`src/rtl/min_tracker_pkg.sv`:
```
`default_nettype none
// +----------------------------------------------------------------------+
// | min_tracker_pkg : shared FSM encoding and default widths             |
// | Revision 1.0                                                         |
// +----------------------------------------------------------------------+
package min_tracker_pkg;

  localparam int c_DEFAULT_IDX_W = 16;
  localparam int c_DEFAULT_VAL_W = 14;
  localparam int c_DEFAULT_K     = 4;

  typedef enum logic [1:0] {
    ST_IDLE   = 2'd0,
    ST_SEARCH = 2'd1,
    ST_DONE   = 2'd2
  } trackerState_t;

endpackage
`default_nettype wire

```
`src/rtl/topk_insert_pos.sv`:
```
`default_nettype none
// +----------------------------------------------------------------------+
// | topk_insert_pos : rank at which a candidate lands in the sorted list |
// | Revision 1.0                                                         |
// +----------------------------------------------------------------------+
module topk_insert_pos #(
  parameter int VAL_W = min_tracker_pkg::c_DEFAULT_VAL_W,
  parameter int K     = min_tracker_pkg::c_DEFAULT_K
) (
  input  logic [K*VAL_W-1:0]       entryValues,
  input  logic [$clog2(K+1)-1:0]   fill,
  input  logic [VAL_W-1:0]         candValue,
  output logic [$clog2(K+1)-1:0]   insPos
);

  localparam int POS_W = $clog2(K+1);

  // Strict less-than so an equal-valued newcomer lands ahead of older entries.
  always_comb begin
    insPos = '0;
    for (int i = 0; i < K; i++) begin
      if ((POS_W'(i) < fill) && (entryValues[i*VAL_W +: VAL_W] < candValue)) begin
        insPos = insPos + POS_W'(1);
      end
    end
  end

endmodule
`default_nettype wire

```
`src/rtl/min_topk_tracker.sv`:
```
`default_nettype none
// +----------------------------------------------------------------------+
// | min_topk_tracker : keeps the K lowest-cost candidates of a search     |
// | Revision 1.0                                                         |
// +----------------------------------------------------------------------+
module min_topk_tracker #(
  parameter int IDX_W = min_tracker_pkg::c_DEFAULT_IDX_W,
  parameter int VAL_W = min_tracker_pkg::c_DEFAULT_VAL_W,
  parameter int K     = min_tracker_pkg::c_DEFAULT_K
) (
  input  logic                     clk,
  input  logic                     rst,
  input  logic                     start,
  input  logic                     in_valid,
  input  logic [IDX_W-1:0]         in_index,
  input  logic [VAL_W-1:0]         in_value,
  input  logic                     in_last,
  input  logic [$clog2(K):0]       rd_sel,
  output logic [IDX_W-1:0]         rd_index,
  output logic [VAL_W-1:0]         rd_value,
  output logic [IDX_W-1:0]         best_index,
  output logic                     best_valid,
  output logic [$clog2(K+1)-1:0]   fill,
  output logic                     new_best,
  output logic                     done
);

  import min_tracker_pkg::*;

  localparam int FILL_W = $clog2(K+1);
  localparam int SEL_W  = $clog2(K) + 1;
  localparam logic [FILL_W-1:0] c_FULL = FILL_W'(K);

  trackerState_t     r_state;
  logic [VAL_W-1:0]  r_entryValue [K];
  logic [IDX_W-1:0]  r_entryIndex [K];
  logic [FILL_W-1:0] r_fill;
  logic              r_newBest;
  logic              r_done;

  logic [K*VAL_W-1:0] w_valuesFlat;
  logic [FILL_W-1:0]  w_insPos;
  logic               w_accept;
  logic               w_insert;

  for (genvar gi = 0; gi < K; gi++) begin : g_flatten
    assign w_valuesFlat[gi*VAL_W +: VAL_W] = r_entryValue[gi];
  end

  topk_insert_pos #(
    .VAL_W (VAL_W),
    .K     (K)
  ) u_insertPos (
    .entryValues (w_valuesFlat),
    .fill        (r_fill),
    .candValue   (in_value),
    .insPos      (w_insPos)
  );

  assign w_accept = (r_state == ST_SEARCH) && in_valid && !start;
  assign w_insert = w_accept && (w_insPos != c_FULL);

  always_ff @(posedge clk or posedge rst) begin
    if (rst) begin
      r_state   <= ST_IDLE;
      r_fill    <= '0;
      r_newBest <= 1'b0;
      r_done    <= 1'b0;
      for (int i = 0; i < K; i++) begin
        r_entryValue[i] <= '1;
        r_entryIndex[i] <= '0;
      end
    end else begin
      r_newBest <= 1'b0;
      r_done    <= 1'b0;
      if (start) begin
        r_state <= ST_SEARCH;
        r_fill  <= '0;
        for (int i = 0; i < K; i++) begin
          r_entryValue[i] <= '1;
          r_entryIndex[i] <= '0;
        end
      end else if (w_accept) begin
        if (w_insert) begin
          // Ranks below the insert point slide down; the old tail falls off.
          for (int i = 1; i < K; i++) begin
            if (FILL_W'(i) > w_insPos) begin
              r_entryValue[i] <= r_entryValue[i-1];
              r_entryIndex[i] <= r_entryIndex[i-1];
            end
          end
          for (int i = 0; i < K; i++) begin
            if (FILL_W'(i) == w_insPos) begin
              r_entryValue[i] <= in_value;
              r_entryIndex[i] <= in_index;
            end
          end
          r_fill    <= (r_fill == c_FULL) ? r_fill : r_fill + FILL_W'(1);
          r_newBest <= (w_insPos == '0);
        end
        r_done <= in_last;
        if (in_last) begin
          r_state <= ST_DONE;
        end
      end
    end
  end

  always_comb begin
    rd_index = '0;
    rd_value = '0;
    for (int i = 0; i < K; i++) begin
      if ((rd_sel == SEL_W'(i)) && (FILL_W'(i) < r_fill)) begin
        rd_index = r_entryIndex[i];
        rd_value = r_entryValue[i];
      end
    end
  end

  assign fill       = r_fill;
  assign best_valid = (r_fill != '0);
  assign best_index = r_entryIndex[0];
  assign new_best   = r_newBest;
  assign done       = r_done;

endmodule
`default_nettype wire

```
`config.mk`:
```
export PLATFORM = sky130hd
export DESIGN_NAME = min_topk_tracker
export DESIGN_NICKNAME = d
export VERILOG_FILES = /design/src/rtl/min_tracker_pkg.sv /design/src/rtl/topk_insert_pos.sv /design/src/rtl/min_topk_tracker.sv
export SDC_FILE = /design/constraint.sdc
export NUM_CORES = 1
export LEC_CHECK = 0
export ABC_AREA = 1
export ABC_CLOCK_PERIOD_IN_PS = 3700
export BUFFER_PORTS_ARGS = -buffer_cell sky130_fd_sc_hd__buf_2
export CORE_MARGIN = 8
export CORE_UTILIZATION = 55
export DETAILED_ROUTE_END_ITERATION = 8
export PLACE_DENSITY_LB_ADDON = 0.12
export SLEW_MARGIN = 10
export SYNTH_ARGS = -nofsm -noshare
export SYNTH_HDL_FRONTEND = slang
export SYNTH_SLANG_ARGS = --single-unit
```
`constraint.sdc`:
```
create_clock -name clk -period 3.7 [get_ports clk]
set_input_delay 0.185 -clock clk [delete_from_list [all_inputs] [get_ports clk]]
set_output_delay 0.185 -clock clk [all_outputs]
set_load 0.02 [all_outputs]
```
==> results of run 1 <==
==> metal layers <==
layer  routed length (µm)  GRT usage
met4                  827    0.09795
met5                    0          0
met2                13460     0.4562
met3                 2557    0.05707
met1                12350     0.3815
==> layout by cell type (no fill, tap or decap), drive strengths merged <==
cell and instances:
nand2 559, buf 143, nand3 140, inv 132, dfrtp 71, ha 57, nand4 56, dfstp 56
o2111ai 30, nor2 28, clkbuf 23, o21ai 22, a21oi 19, o211ai 16, clkinv 7, bufinv 5
clkinvlp 3, a2111oi 2, nor3 1, or2 1, o221ai 1, o21bai 1, xnor2 1
==> stage by stage <==
stage          total power, mW  hold WS [ps]  TNS (ps)    util  instance area [µm²]
2_1_floorplan            4.003         311.6         0       -                 8940
3_3_place_gp             4.796         457.1         0  0.6059                 9624
3_5_place_dp             4.848         459.8     -3555  0.6059                 9624
4_1_cts                  6.784         14.52         0  0.6488                10310
5_1_grt                  7.439         27.74    -415.3  0.6683                10620
6_report                 7.023        -17.51         0  0.6683                10620
==> cell families (layout without fill, tap and decap cells) <==
group / count (synthesis) / in the layout / share of synthesized area
fa+ha+maj: 57 / 57 / 0.07978
simple gates: 785 / 785 / 0.3727
compound gates: 91 / 91 / 0.06998
flops: 127 / 127 / 0.3633
xor+xnor: 1 / 1 / 0.0009799
buf+inv: 224 / 313 / 0.1132
==> worst min-delay path by stage <==
stage	to	slack, ps
finish	r_entryIndex[3]	-20
global route	best_index[0]	30
detailed placement	best_index[14]	460
floorplan	best_index[0]	310
global placement	best_index[2]	460
CTS	best_index[14]	10
==> critical path: cells and delay by family, from the launching register on <==
family	cells	cell delay [ps]
AOI/OAI and AO/OA	3	570
adders and majority gates	3	620
buffers and inverters	7	660
DFF	1	530
and+or+nand+nor	11	1050
==> state kept, by name, summed over array words and instances (netlist names) <==
register      flops
done              1
r_entryIndex     48
fill              3
best_index       16
r_state           2
new_best          1
r_entryValue     56
==> synthesized netlist by cell type, drive strengths merged <==
cell | count | share of area
a2111oi | 2 | 0.0020
a21oi | 19 | 0.011
buf | 62 | 0.045
clkbuf | 27 | 0.011
clkinv | 3 | 0.0013
dfrtp | 71 | 0.20
dfstp | 56 | 0.16
ha | 57 | 0.080
inv | 132 | 0.056
nand2 | 559 | 0.24
nand3 | 140 | 0.081
nand4 | 56 | 0.039
nor2 | 28 | 0.013
nor3 | 1 | 0.0018
o2111ai | 30 | 0.029
o211ai | 16 | 0.013
o21ai | 22 | 0.013
o21bai | 1 | 0.00084
o221ai | 1 | 0.00098
or2 | 1 | 0.00070
xnor2 | 1 | 0.00098
==> what timing repair did <==
action / CTS / global route
buffers inserted: 0 / 4
pin swaps: 0 / 12
endpoints found under the setup margin: 87 / 123
hold buffers: 0 / 0
resized for setup: 6 / 46
gates cloned: 0 / 3
endpoints found under the hold margin: 0 / 0
==> cell type report <==
| cell class | count | area, µm² |
|---|---|---|
| clock buffers | 20 | 456.7 |
| clock inverters | 12 | 207.7 |
| fillers | 1406 | 5269 |
| inverters | 135 | 530.5 |
| multi-input cells | 934 | 4831 |
| flip-flops and latches | 127 | 3248 |
| well taps | 216 | 270.3 |
| repair buffers | 146 | 1072 |
==> power groups by stage <==
stage	sequential (mW)	combinational, mW	clock (mW)
6_report	2.28	2.84	1.90
3_5_place_dp	2.27	2.58	0
2_1_floorplan	2.15	1.85	0
5_1_grt	2.32	3.15	1.97
3_3_place_gp	2.27	2.53	0
4_1_cts	2.25	2.62	1.91
==> impl_results.md, run 1 <==
- Outcome: finished, violations left
- Violations in the final reports: hold timing
- Number of optimization iterations in the first detailed-route pass: 6
- Worst hold slack: -17.51 ps
- Clock tree buffer depth: 2
- Total routing usage reported by global routing: 0.2867
- Endpoints failing hold: 6
- FF-to-FF setup slack: 140 ps
- CTS HTree Levels: 4
- Die area: 20,590 µm²
- Unique cell type count in the Yosys netlist: 33
- Number of I/O port buffers: 89
- Leakage dissipation: 5.720 nW
- Inst Count DP: 1,551
- Proportion of layout cells with a drive suffix above 1: 0.2060
- # IOs: 90
- Critical path, cell by cell: ha_1, a21oi_2, o21ai_2, a2111oi_2, nand3_1, inv_2, ha_4, inv_1, nand2_2, nand2_2, inv_1, ha_4, nand3_2, inv_1, nand2_1, nand2_2, nand2_2, nand2_1, nand2_2, buf_6, clkinv_8, clkbuf_16, nand3_1, nand2_1
- Power density cells: 661.5 nW/µm²
- Syn_nets: 1,380
- Worst Path Arrival: 3870 ps
- Antenna-violating nets left: 0
- Number of maximum-capacitance violations: 0
- GRT Residual Overflow: 0
- Flop and latch count out of synthesis: 127
- Smallest setup slack after layout: 142.0 ps
- TritonCTS clock tree: built
- Sw frac: 0.4100
- Peak supply drop: 490.9 µV
- CP dominant cell by count: sky130_fd_sc_hd__nand2_2
- Avg WL per Cell: 18.36 µm
- Total Nets Final: 1,456
- Effective utilization at floorplan: 0.5628
- Vertical die dimension: 143.5 µm
- Power share of the clock group: 0.271
- Critical Path End Type: register
- Sum of net half-perimeters after detailed placement: 19,070 µm
- Final critical delay including setup and external delays: 3558 ps
- Transition time at the pin with the least slew margin: 1000 ps
- Via count of the first global-routing pass: 8,667
- Initial antenna violation count: 0
- Mapped Area: 8940 µm²
- Via-to-Cell Ratio: 5.791
- Slew headroom: 0.3333
- Min-Delay Path Class: input port to async pin
- Vias: 9,207
- Reg2reg end: r_entryIndex[33]
- Horizontal die dimension: 143.5 µm
- Final standard cell count with taps included and fillers excluded: 1,590
- Yosys Warn Count: 0
- Gp weighted congestion: 0.9597
- Combinational share of power: 0.405
- Sequential share of the synthesized area: 0.3633
- Data required, critical path: 4010 ps
- Skew final: 9.030 ps
- Worst reg2reg startpoint: r_entryValue[51]
- Number of setup violations in the final report: 0
- Number of antenna repair diodes: 0
- TritonCTS Buffers: 17
- Worst setup path category: register to register
- Slowest stage cell on the critical path: sky130_fd_sc_hd__dfstp_2
- Max-slew violation total from the final report: 0
- Area growth syn-to-layout: 18.75%
- Achievable Freq: 0.2811 GHz
- End of the critical path: r_entryIndex[33]
- Critical Path Source Type: register
- Largest incremental delay on the critical path: 530 ps
- Pint: 4.144 mW
- Pre-CTS setup slack: -104.3 ps
- Overall routed net length: 29,190 µm
- Wire length of the first global-routing pass: 46,080 µm
- Clk sinks: 127
- Worst-skew pair later-pin latency: 430 ps
- Remaining routing DRC violations: 0
- Sequential power share: 0.324
- Critical path fanouts, max: 5
- Number of placement rows: 46
- Area of the placeable core: 15,890 µm²
- Net switching power: 2.879 mW
- Largest net degree at the start of global routing: 77
- Clock transition at the registers of the reported paths: 60 ps
- Library cell used as clock root buffer: sky130_fd_sc_hd__clkbuf_16
- Post-Synthesis Cells: 1,285
- Timing startpoint of the critical path: r_entryValue[51]
- First-iteration detailed-routing DRC count: 971
- Fin crit share: 0.9616
- Register-to-Register Path Depth: 24
- Synthesized area per cell: 6.957 µm²
(Power assumes the default switching activity.)
==> inputs of run 2 (changes only) <==
Settings changed: ABC_CLOCK_PERIOD_IN_PS 3700 to 3000.
Clock period 3.7 ns to 3 ns, I/O delays scaled along.
==> run 2 against run 1 <==
Net effect:
- the run ends with setup timing left
- flip-flop and latch count is the same
- critical path depth is the same
- design area grew 12%
- wire length grew 7.0%
- first-iteration DRC count grew 15%
- critical path type unchanged
- largest cell class unchanged
- largest power group unchanged
- highest routed layer unchanged
==> impl_results.md, run 2 (synthesis results as in run 1) <==
- Slew headroom: 0.3382 (+0.004928)
- Most flop-heavy register: r_entryValue
- Critical Path Source Type: register
- Library cell used as clock root buffer: sky130_fd_sc_hd__clkbuf_16
- Worst setup path category: register to register
- Avg WL per Cell: 18.36 µm (about the same)
- Number of optimization iterations in the first detailed-route pass: 6 (unchanged)
- Smallest setup slack after layout: -571.7 ps (-713.7 ps)
- Vias: 9,832 (+6.8%)
- Number of placement rows: 46 (unchanged)
- First-iteration detailed-routing DRC count: 1,118 (+15%)
- Total routing usage reported by global routing: 0.3026 (+0.01596)
- Horizontal die dimension: 143.5 µm (unchanged)
- Max FFs per register: 56 (unchanged)
- Cell count of the worst hold path: 3
- Final standard cell count with taps included and fillers excluded: 1,701 (+7.0%)
- Worst-skew pair later-pin latency: 430 ps (about the same)
- Register-to-Register Path Depth: 24 (unchanged)
- Via count of the first global-routing pass: 9,173 (+5.8%)
- Total Nets Final: 1,567 (+7.6%)
- Critical Path End Type: register
- CTS HTree Levels: 4 (unchanged)
- Sum of net half-perimeters after detailed placement: 20,650 µm (+8.3%)
- Number of maximum-capacitance violations: 0 (unchanged)
- Fin crit share: 1.191 (+0.2289)
- Met3 wire length: 2730 µm (+6.8%)
- TritonCTS Buffers: 17 (unchanged)
- Top Layer Used: met4
- Transition time at the pin with the least slew margin: 990.6 ps (-9.476 ps)
- Wire length of the first global-routing pass: 48,250 µm (+4.7%)
- Via-to-Cell Ratio: 5.780 (-0.18%)
- Worst reg2reg startpoint: r_entryValue[51]
- Inst Count DP: 1,645 (+6.1%)
- Worst hold slack: 5.700 ps (+23.21 ps)
- Min-Delay Path Class: input port to register
- Critical path fanouts, max: 5 (unchanged)
- Worst hold endpoint: best_index[7]
- Clock tree buffer depth: 2 (unchanged)
- Setup total negative slack: -55,190 ps (-55,190 ps)
- Overall routed net length: 31,240 µm (+7.0%)
- Gp weighted congestion: 0.9043 (-5.8%)
- GRT Residual Overflow: 0 (unchanged)
- Largest net degree at the start of global routing: 59 (-23%)
- Pre-CTS setup slack: -705.0 ps (-600.7 ps)
- Clock transition at the registers of the reported paths: 60 ps (about the same)
- Setup repair after global routing missed its margin: yes
- Antenna-violating nets left: 0 (unchanged)
- Final instance area: 11,860 µm² (+12%)
- Number of I/O port buffers: 89 (unchanged)
- Endpoints failing hold: 0 (-6)
- Post-DP Area: 10,500 µm² (+9.1%)
- Remaining routing DRC violations: 0 (unchanged)
- Final critical delay including setup and external delays: 3572 ps (+13.69 ps)
- Die area: 20,590 µm² (unchanged)
- WL met2: 14,770 µm (+9.8%)
- Leakage dissipation: 6.390 nW (+12%)
- Met1 Routed Length: 12,680 µm (+2.7%)
- Vertical die dimension: 143.5 µm (unchanged)
- Most common library cell in the layout ignoring fill and taps: sky130_fd_sc_hd__nand2_1
- Peak supply drop: 511.0 µV (+4.1%)
- Effective utilization at floorplan: 0.5628 (unchanged)
- Proportion of layout cells with a drive suffix above 1: 0.3051 (+0.09908)
- Commonest cells after routing, fill and taps aside: sky130_fd_sc_hd__nand2_1, sky130_fd_sc_hd__buf_4, sky130_fd_sc_hd__nand3_1
- Data required, critical path: 3310 ps (-700 ps)
- FF-to-FF setup slack: -570 ps (-710 ps)
- Max-slew violation total from the final report: 0 (unchanged)
- Area growth syn-to-layout: 32.68%
- TritonCTS clock tree: built
- Outcome: finished, violations left
- Power density cells: 798.6 nW/µm² (+21%)
- Violations in the final reports: setup timing
- Startpoint of the most critical hold path: in_index[7]
- Skew final: 9.519 ps (+0.4890 ps)
- # IOs: 90 (unchanged)
- Achievable Freq: 0.2800 GHz (-0.38%)
- Initial antenna violation count: 0 (unchanged)
- Reg2reg end: r_entryIndex[22]
- Worst Path Arrival: 3880 ps (about the same)
- Clk sinks: 127 (unchanged)
- Number of antenna repair diodes: 0 (unchanged)
- Area of the placeable core: 15,890 µm² (unchanged)
- Number of setup violations in the final report: 124 (+124)
-- run 2: layout make-up --
class	instances	area, µm²
well taps	216	270.3
clock buffers	19	452.9
repair buffers	257	2053
clock inverters	13	162.7
multi-input cells	934	5130
flip-flops and latches	127	3248
inverters	135	544.3
fillers	1209	4024
-- run 2: critical path: stages, from the launching register on --
cell	delay, ps
sky130_fd_sc_hd__dfstp_2	550
sky130_fd_sc_hd__ha_4	200
sky130_fd_sc_hd__a21oi_2	140
sky130_fd_sc_hd__o21ai_2	90
sky130_fd_sc_hd__a2111oi_4	350
sky130_fd_sc_hd__buf_4	180
sky130_fd_sc_hd__nand3_4	80
sky130_fd_sc_hd__inv_2	70
sky130_fd_sc_hd__ha_4	200
sky130_fd_sc_hd__inv_2	50
sky130_fd_sc_hd__nand2_2	60
sky130_fd_sc_hd__nand2_2	80
sky130_fd_sc_hd__inv_2	50
sky130_fd_sc_hd__ha_4	230
sky130_fd_sc_hd__or2_1	230
sky130_fd_sc_hd__nand2_2	90
sky130_fd_sc_hd__nand2_1	70
sky130_fd_sc_hd__nand2_1	80
sky130_fd_sc_hd__nand2_2	100
sky130_fd_sc_hd__nand2_4	120
sky130_fd_sc_hd__buf_6	120
sky130_fd_sc_hd__inv_8	50
sky130_fd_sc_hd__buf_12	130
sky130_fd_sc_hd__nand2_2	70
sky130_fd_sc_hd__nand2_2	60
-- run 2: per-stage QoR --
| stage | util | total power, mW |
|---|---|---|
| 2_1_floorplan | - | 5.069 |
| 3_3_place_gp | 0.6612 | 6.378 |
| 3_5_place_dp | 0.6612 | 6.480 |
| 4_1_cts | 0.7290 | 9.033 |
| 5_1_grt | 0.7467 | 9.983 |
| 6_report | 0.7467 | 9.472 |
-- run 2: timing repair --
| action | in CTS | in global routing |
|---|---|---|
| hold buffers | 4 | 1 |
| endpoints found under the hold margin | 12 | 1 |
| gates resized for setup | 54 | 62 |
| endpoints found under the setup margin | 124 | 138 |
| pin swaps | 15 | 24 |
| setup buffers | 17 | 1 |
| cloned | 3 | 2 |
-- run 2: report_power, final --
part | total, mW | internal [mW] | switching [mW]
registers | 2.73 | 2.33 | 0.401
clock network | 2.19 | 1.35 | 0.834
logic | 4.56 | 1.89 | 2.66
-- run 2: worst max-delay path by stage --
stage	startpoint	end	depth (start not counted)
final	r_entryValue[51]	r_entryIndex[22]	24
after global routing	r_entryValue[51]	r_entryIndex[29]	24
after CTS	r_entryValue[49]	r_entryIndex[21]	24
after detailed placement	r_entryValue[51]	r_entryIndex[17]	23
after global placement	r_entryValue[35]	r_entryValue[39]	21
after floorplan	r_entryValue[35]	r_entryIndex[23]	22
-- run 2: metal layers --
layer | vias up | global-route usage
met5 | - | 0
met2 | 566 | 0.4867
met4 | 0 | 0.1256
met1 | 4638 | 0.3902
met3 | 87 | 0.06072
li1 | 4541 | -
